**src/rtl/baud_autodetect.sv**
```systemverilog
// Autobaud controller: times a received 0x55 sync character and produces the
// 16x-oversampling divisor. Optional interval checking via BAUD_AUTODETECT_CHECK_EN.
module baud_autodetect #(
   parameter int CLK_FREQ    = 100_000_000,
   parameter int DIV_NBITS   = 16,
   parameter int DEFAULT_DIV = CLK_FREQ / (16 * 9600)
) (
   input  logic                 i_clk,
   input  logic                 i_rst,
   input  logic                 i_rx,
   input  logic                 i_start,
   output logic [DIV_NBITS-1:0] o_divisor,
   output logic                 o_done,
   output logic                 o_error,
   output logic                 o_locked,
   output logic                 o_busy
);

   localparam int CNT_NBITS = DIV_NBITS + 7;

   typedef enum logic [1:0] {
      IDLE,
      ARM,
      WAIT_START,
      MEASURE
   } state_t;

   state_t                 state, state_n;
   logic                   rx_meta, rx_sync, rx_d;
   logic [CNT_NBITS-1:0]   cnt;
   logic [1:0]             fall_cnt;
   logic                   fall;
   logic                   timeout;
   logic [CNT_NBITS-1:0]   span;
   logic [CNT_NBITS:0]     span_rnd;
   logic [DIV_NBITS-1:0]   div_calc;
   logic                   ival_bad;
   logic                   done_n, error_n, load_div;

   assign fall     = rx_d & ~rx_sync;
   assign timeout  = &cnt;
   assign span     = cnt + CNT_NBITS'(1);
   // Rounded divide by 128 ticks; the extra top bit keeps the +64 from wrapping.
   assign span_rnd = {1'b0, span} + (CNT_NBITS + 1)'(64);
   assign div_calc = DIV_NBITS'(span_rnd >> 7);
   assign o_busy   = (state != IDLE);

`ifdef BAUD_AUTODETECT_CHECK_EN
   logic [CNT_NBITS-1:0] prev_edge;
   logic [CNT_NBITS-1:0] ref_ival;
   logic [CNT_NBITS-1:0] ival;
   logic [CNT_NBITS-1:0] ival_diff;

   assign ival      = span - prev_edge;
   assign ival_diff = (ival >= ref_ival) ? (ival - ref_ival) : (ref_ival - ival);
   // The first interval becomes the reference, so only later edges are judged.
   assign ival_bad  = (fall_cnt != 2'd0) && (ival_diff > (ref_ival >> 3));
`else
   assign ival_bad  = 1'b0;
`endif

   always_comb begin
      // NOTE: every output of this block gets a default first so no latch is inferred.
      state_n  = state;
      done_n   = 1'b0;
      error_n  = 1'b0;
      load_div = 1'b0;
      case (state)
         IDLE:       if (i_start) state_n = ARM;
         ARM:        if (rx_sync) state_n = WAIT_START;
         WAIT_START: if (fall)    state_n = MEASURE;
         MEASURE: begin
            if (timeout) begin
               error_n = 1'b1;
               state_n = IDLE;
            end else if (fall) begin
               if (ival_bad) begin
                  error_n = 1'b1;
                  state_n = IDLE;
               end else if (fall_cnt == 2'd3) begin
                  state_n = IDLE;
                  if (div_calc != '0) begin
                     done_n   = 1'b1;
                     load_div = 1'b1;
                  end else begin
                     error_n  = 1'b1;
                  end
               end
            end
         end
         default:    state_n = IDLE;
      endcase
   end

   always_ff @(posedge i_clk) begin
      // NOTE: sequential state uses non-blocking assignments so every flop samples pre-edge values.
      if (i_rst) begin
         state     <= IDLE;
         rx_meta   <= 1'b1;
         rx_sync   <= 1'b1;
         rx_d      <= 1'b1;
         cnt       <= '0;
         fall_cnt  <= '0;
         o_divisor <= DIV_NBITS'(DEFAULT_DIV);
         o_done    <= 1'b0;
         o_error   <= 1'b0;
         o_locked  <= 1'b0;
`ifdef BAUD_AUTODETECT_CHECK_EN
         prev_edge <= '0;
         ref_ival  <= '0;
`endif
      end else begin
         rx_meta <= i_rx;
         rx_sync <= rx_meta;
         rx_d    <= rx_sync;
         state   <= state_n;
         o_done  <= done_n;
         o_error <= error_n;
         if (load_div) begin
            o_divisor <= div_calc;
            o_locked  <= 1'b1;
         end
         if (state == WAIT_START) begin
            cnt      <= '0;
            fall_cnt <= '0;
`ifdef BAUD_AUTODETECT_CHECK_EN
            prev_edge <= '0;
            ref_ival  <= '0;
`endif
         end else if (state == MEASURE) begin
            cnt <= cnt + CNT_NBITS'(1);
            if (fall) begin
               fall_cnt <= fall_cnt + 2'd1;
`ifdef BAUD_AUTODETECT_CHECK_EN
               prev_edge <= span;
               if (fall_cnt == 2'd0) ref_ival <= ival;
`endif
            end
         end
      end
   end

endmodule
```
**config.mk**
```make
export PLATFORM = sky130hd
export DESIGN_NAME = baud_autodetect
export DESIGN_NICKNAME = d
export VERILOG_FILES = /design/src/rtl/baud_autodetect.sv
export SDC_FILE = /design/constraint.sdc
export NUM_CORES = 1
export LEC_CHECK = 0
export CORE_AREA = 2 2 99 101
export DETAILED_ROUTE_END_ITERATION = 8
export DIE_AREA = 0 0 101 103
export GPL_ROUTABILITY_DRIVEN = 0
export HOLD_SLACK_MARGIN = 0.08
export SYNTH_ARGS = -nofsm -noshare
export SYNTH_HDL_FRONTEND = slang
export SYNTH_SLANG_ARGS = --single-unit
```
**constraint.sdc**
```tcl
create_clock -name i_clk -period 9.6 [get_ports i_clk]
set_input_delay 1.92 -clock i_clk [delete_from_list [all_inputs] [get_ports i_clk]]
set_output_delay 1.92 -clock i_clk [all_outputs]
set_load 0.005 [all_outputs]
```
# Word level (Yosys, flattened, before mapping)
# Cells that the tools add are included.
# totals
elab_cells	49
input_bits	4
out_inout_bits	20
ff_bits	49
# classes
n_eq_ne	9
n_reduce_logical	8
bitwise	3
add_sub_neg	3
n_mux	16
# op_table
operator	n
23-bit by 1-bit adder with 23-bit output, second input constant	1
23-bit by 7-bit adder with 23-bit output, second input constant	1
23-bit AND reduction	1
16-bit nonzero test	1
2-bit 2-to-1 mux	6
1-bit 2-to-1 mux	9
2-bit case mux with 4 select lines	1
2-bit == test, second input constant	3
2-bit != test, second input constant	3
3-bit != test, second input constant	2
5-bit AND reduction	1
2-bit OR reduction	2
2-bit by 1-bit adder with 2-bit output, second input constant	1
2-bit by 1-bit == test with 1-bit output, second input constant	1
2-bit zero test	1
1-bit inverter	2
2-bit AND reduction	1
2-bit nonzero test	1
1-bit bitwise AND	1

# Logic depth before layout (Yosys ltp)
# depth
depth_word	8
depth_mapped	18
ltp_nobuf	14

# Worst setup path after synthesis
# Ideal clock, no wire load.
# synth_path
path_kind	reg2reg
startpoint	register cnt[0]
endpoint	register o_divisor[14]
t_required_ps	9522
path_stages_with_launch	18
n_path_buf	3
slack_ps	6085
arrival_time_ps	3437
cell_sequence	dfxtp_1 ha_1 and2_1 and3_1 or2_2 ha_1 clkbuf_1 o21ai_0 o31ai_1 a21oi_1 or4_1 o311a_1 a2111oi_1 and4b_1 buf_6 buf_8 nor3_1 nor3_1
# synth_via
elab_chain_len	8
# synth_rtl
item	line_no	source
start: declaration	30	logic [CNT_NBITS-1:0] cnt;
start signal: assignment	131	cnt <= cnt + CNT_NBITS'(1);
23-bit by 1-bit adder with 23-bit output (*)	42	assign span = cnt + CNT_NBITS'(1);
via span[6]	34	logic [CNT_NBITS-1:0] span;
23-bit by 7-bit adder with 23-bit output (*)	44	assign span_rnd = {1'b0, span} + (CNT_NBITS + 1)'(64);
16-bit nonzero test	82	if (div_calc != '0) begin
1-bit 2-to-1 mux	82	
1-bit 2-to-1 mux	80	end else if (fall_cnt == 2'd3) begin
1-bit 2-to-1 mux	76	end else if (fall) begin
1-bit 2-to-1 mux	73	if (timeout) begin
1-bit 2-to-1 mux	68	case (state)
end signal: assignment	104	o_divisor <= DIV_NBITS'(DEFAULT_DIV);
end signal: assignment	120	o_divisor <= div_calc;
end: declaration	12	output logic [DIV_NBITS-1:0] o_divisor,
# Mark *: on every way through the listed nets, which the timed path passes. The rest lies on a longest branch.
# A chain may end at the register's enable or synchronous reset.

# Final worst setup path
# layout_path
startpoint	register cnt[2]
endpoint	register o_divisor[5]
# Same word-level chain as after synthesis.

==> run_results.csv <==
group,metric,value,unit
synth,muxShareOfSynthArea,0.00621,
critical_path,rr_worst_depth,13,
drt,drc,0,
place,dpl.cell_count,514,
critical_path,r2r_setup_slack,5.36,ns
timing,tns,0,ns
critical_path,crit_start,"cnt[2]$_SDFFE_PP0P_",
critical_path,crit_chain,"and3_1 > a21o_1 > and2_1 > ha_1 > inv_1 > o41ai_1 > a21oi_1 > or4_1 > o311a_1 > a2111oi_1 > and4b_1 > o21ai_0 > a21oi_1",
critical_path,path_max_fanout,18,
timing,holdWs,0.429,ns
clock_network,cts_tree,"built",
synth,synth_fa_ha_area_frac,0.0310,
floorplan,core_area,9460,µm²
drt,ant_nets,0,
layout,diodes,0,
critical_path,startpoint_type,"flip-flop",
floorplan,rows,36,
synth,synthCells,405,
drt,drt_wl_total,7300,µm
synth,synth_top_cell_area_share,0.304,
critical_path,worst-path-stages,13,
drt,dr.pass1.iters,4,
clock_network,clk_latency,0.31,ns
clock_network,cts_sinks,49,
synth,synth_compound_area_frac,0.168,
synth,yosys.cell_types.count,63,
clock_network,htreeDepth,2,
floorplan,fp.dieH,103,µm
critical_path,worstPathArrival,4.45,ns
clock_network,cts.repair.resized,0,
power,power.leakage,1.19,nW
critical_path,reg2reg_from,"cnt[2]$_SDFFE_PP0P_",
global_route,grt_pass1_vias,2537,
clock_network,cts_buffer_depth,2,
clock_network,path_clk_slew,0.10,ns
synth,synth_largest_area_cell,"dfxtp_1",
worst_hold_path,hold_class,"flip-flop to flip-flop",
place,numPortBuffers,23,
synth,synth_area_leaders,"dfxtp_1 (30%), xnor2_1 (8.1%), xor2_1 (5.2%), nand3_1 (5.1%), nor2_1 (4.3%)",
floorplan,start_util,0.341,
synth,synth-seq-cells,49,
floorplan,die_area,10400,µm²
critical_path,reg2reg_to,"o_divisor[5]$_SDFFE_PP0P_",
global_route,grt_max_degree,28,
floorplan,chipWidth,101,µm
critical_path,crit_end,"o_divisor[5]$_SDFFE_PP0P_",
critical_path,required,9.82,ns
timing,setup_violations,0,
synth,synthArstFlopShare,0,
place,hpwl,5400,µm
drt,wl_per_cell,14.0,µm
place,place_ws,5.27,ns
global_route,grt_usage,0.144,
synth,syn-num-nets,417,
drt,vias_per_cell,5.46,
layout,finalNonFillerCells,522,
timing,period_needed,4.24,ns
power,peakVddDrop,0.0606,mV
global_route,gr-total-overflow,0,
global_route,antenna_found_initial,0,
critical_path,worst_path_most_repeated_cell,"a21oi_1",
synth,synthFlopType,"dfxtp_1",
synth,synth_area,3220,µm²
flow_run,maxCapViolations,0,
timing,worst_pin_slew,0.867,ns
synth,yosysSeqAreaShare,0.304,
synth,yosysWarnings,0,
synth,synth_area_per_cell,7.96,µm²
global_route,grt_pass1_wl,12400,µm
timing,rsz0062_at_grt,"no",
status,status,"complete, no violations",
floorplan,pin_count,24,
critical_path,cp_num_buf_inv,1,
critical_path,crit_path_top_delay_cell,"and4b_1",
timing,skew,0.0139,ns
timing,fin_crit_sh,0.441,
layout,drive_gt1_frac,0.0564,
synth,synth_enable_flop_cells,0,
clock_network,cts_buffers,5,
timing,final.setup.worst_slack,5.36,ns
timing,hold_violations,0,
clock_network,hold_buffers,0,
clock_network,postCtsSetupRepairBufs,0,
clock_network,clockRootBuffer,"clkbuf_8",
critical_path,max_stage_delay,0.64,ns
timing,drv_slew,0,
critical_path,crit_family,"simple AND/OR/NAND/NOR gates",
timing,fmax,0.236,GHz
drt,initialDrtViolationCount,204,
synth,synth_top_family_by_area,"simple AND/OR/NAND/NOR gates",
timing,relSlewSlack,0.421,
layout,syn_to_final_growth,9.78,%
synth,synth-xor-area-share,0.133,
critical_path,cp-end-kind,"flip-flop",
drt,via_count,2849,
critical_path,critPathKind,"flip-flop to flip-flop",
layout,nets,419,
power,p_per_area,115,nW/µm²
synth,synth_simple_gate_area_frac,0.291,
[registers in the layout, summed over array words and instances (netlist names), 2 cells and up]
register / count
state: 2
cnt: 23
o_divisor: 16
fall_cnt: 2
[power breakdown]
part	total, mW	switching, mW	leakage [nW]	internal, mW
sequential	0.215	0.00600	0.396	0.209
clock	0.127	0.0739	0.0447	0.0527
combinational	0.0671	0.0414	0.754	0.0257
[cells in the final DEF (no fill, tap or decap), types with 4 or more instances in the layout]
cell and instances:
a21oi_1 25, and3_1 9, and4_1 5, clkbuf_8 5, clkdlybuf4s50_1 23, dfxtp_1 49
ha_1 8, inv_1 14, nand2_1 22, nand3_1 33, nand4_1 15, nor2_1 37
nor3_1 17, nor4_1 4, o21ai_0 18, o21ai_1 4, or2_2 4, or3_1 5
xnor2_1 30, xor2_1 19
[Yosys cell counts, drive strengths merged (5+ instances only)]
library cell / number
and3: 9
dfxtp: 49
buf: 17
nand3: 34
and4: 5
ha: 8
nand4: 16
nor4: 5
nor2: 38
nor3: 17
inv: 14
or2: 5
nand2: 22
or3: 6
a21oi: 25
xnor2: 30
o21ai: 22
xor2: 19
clkbuf: 12
[per-layer routing]
| layer | routed length (µm) | track usage |
|---|---|---|
| met5 | 0 | 0 |
| met4 | 65 | 0.0374 |
| met3 | 402 | 0.0251 |
| met2 | 3210 | 0.228 |
| met1 | 3620 | 0.205 |
[metrics by stage]
stage / util / power [mW] / cell area, µm²
2_1_floorplan: - / 0.270 / 3220
3_3_place_gp: 0.364 / 0.286 / 3450
3_5_place_dp: 0.364 / 0.288 / 3450
4_1_cts: 0.374 / 0.416 / 3540
5_1_grt: 0.374 / 0.433 / 3540
6_report: 0.374 / 0.409 / 3540
[how the worst min path moves through the flow]
stage	startpoint	to	slack, ns	depth (start not counted)
after global routing	rx_meta$_SDFF_PP1_	rx_sync$_SDFF_PP1_	0.45	1
final	rx_meta$_SDFF_PP1_	rx_sync$_SDFF_PP1_	0.43	1
after CTS	rx_meta$_SDFF_PP1_	rx_sync$_SDFF_PP1_	0.43	1
after floorplan	rx_meta$_SDFF_PP1_	rx_sync$_SDFF_PP1_	0.39	1
after detailed placement	rx_meta$_SDFF_PP1_	rx_sync$_SDFF_PP1_	0.41	1
after global placement	rx_meta$_SDFF_PP1_	rx_sync$_SDFF_PP1_	0.40	1
[layout make-up]
class / instances / area (µm²)
clock buffer: 5 / 68.8
inverter: 15 / 56.3
timing repair buffer: 24 / 238
multi-input combinational: 312 / 2030
fill: 1004 / 5920
clock inverter: 3 / 25.0
tap: 114 / 143
sequential: 49 / 981
[cell families after synthesis]
family                     after synthesis
AOI/OAI and AO/OA                       81
adders and majority gates                8
muxes                                    2
DFF                                     49
buffers and inverters                   44
and+or+nand+nor                        172
xor gates and xnor gates                49
No activity file was read; power rests on OpenSTA's default activity.
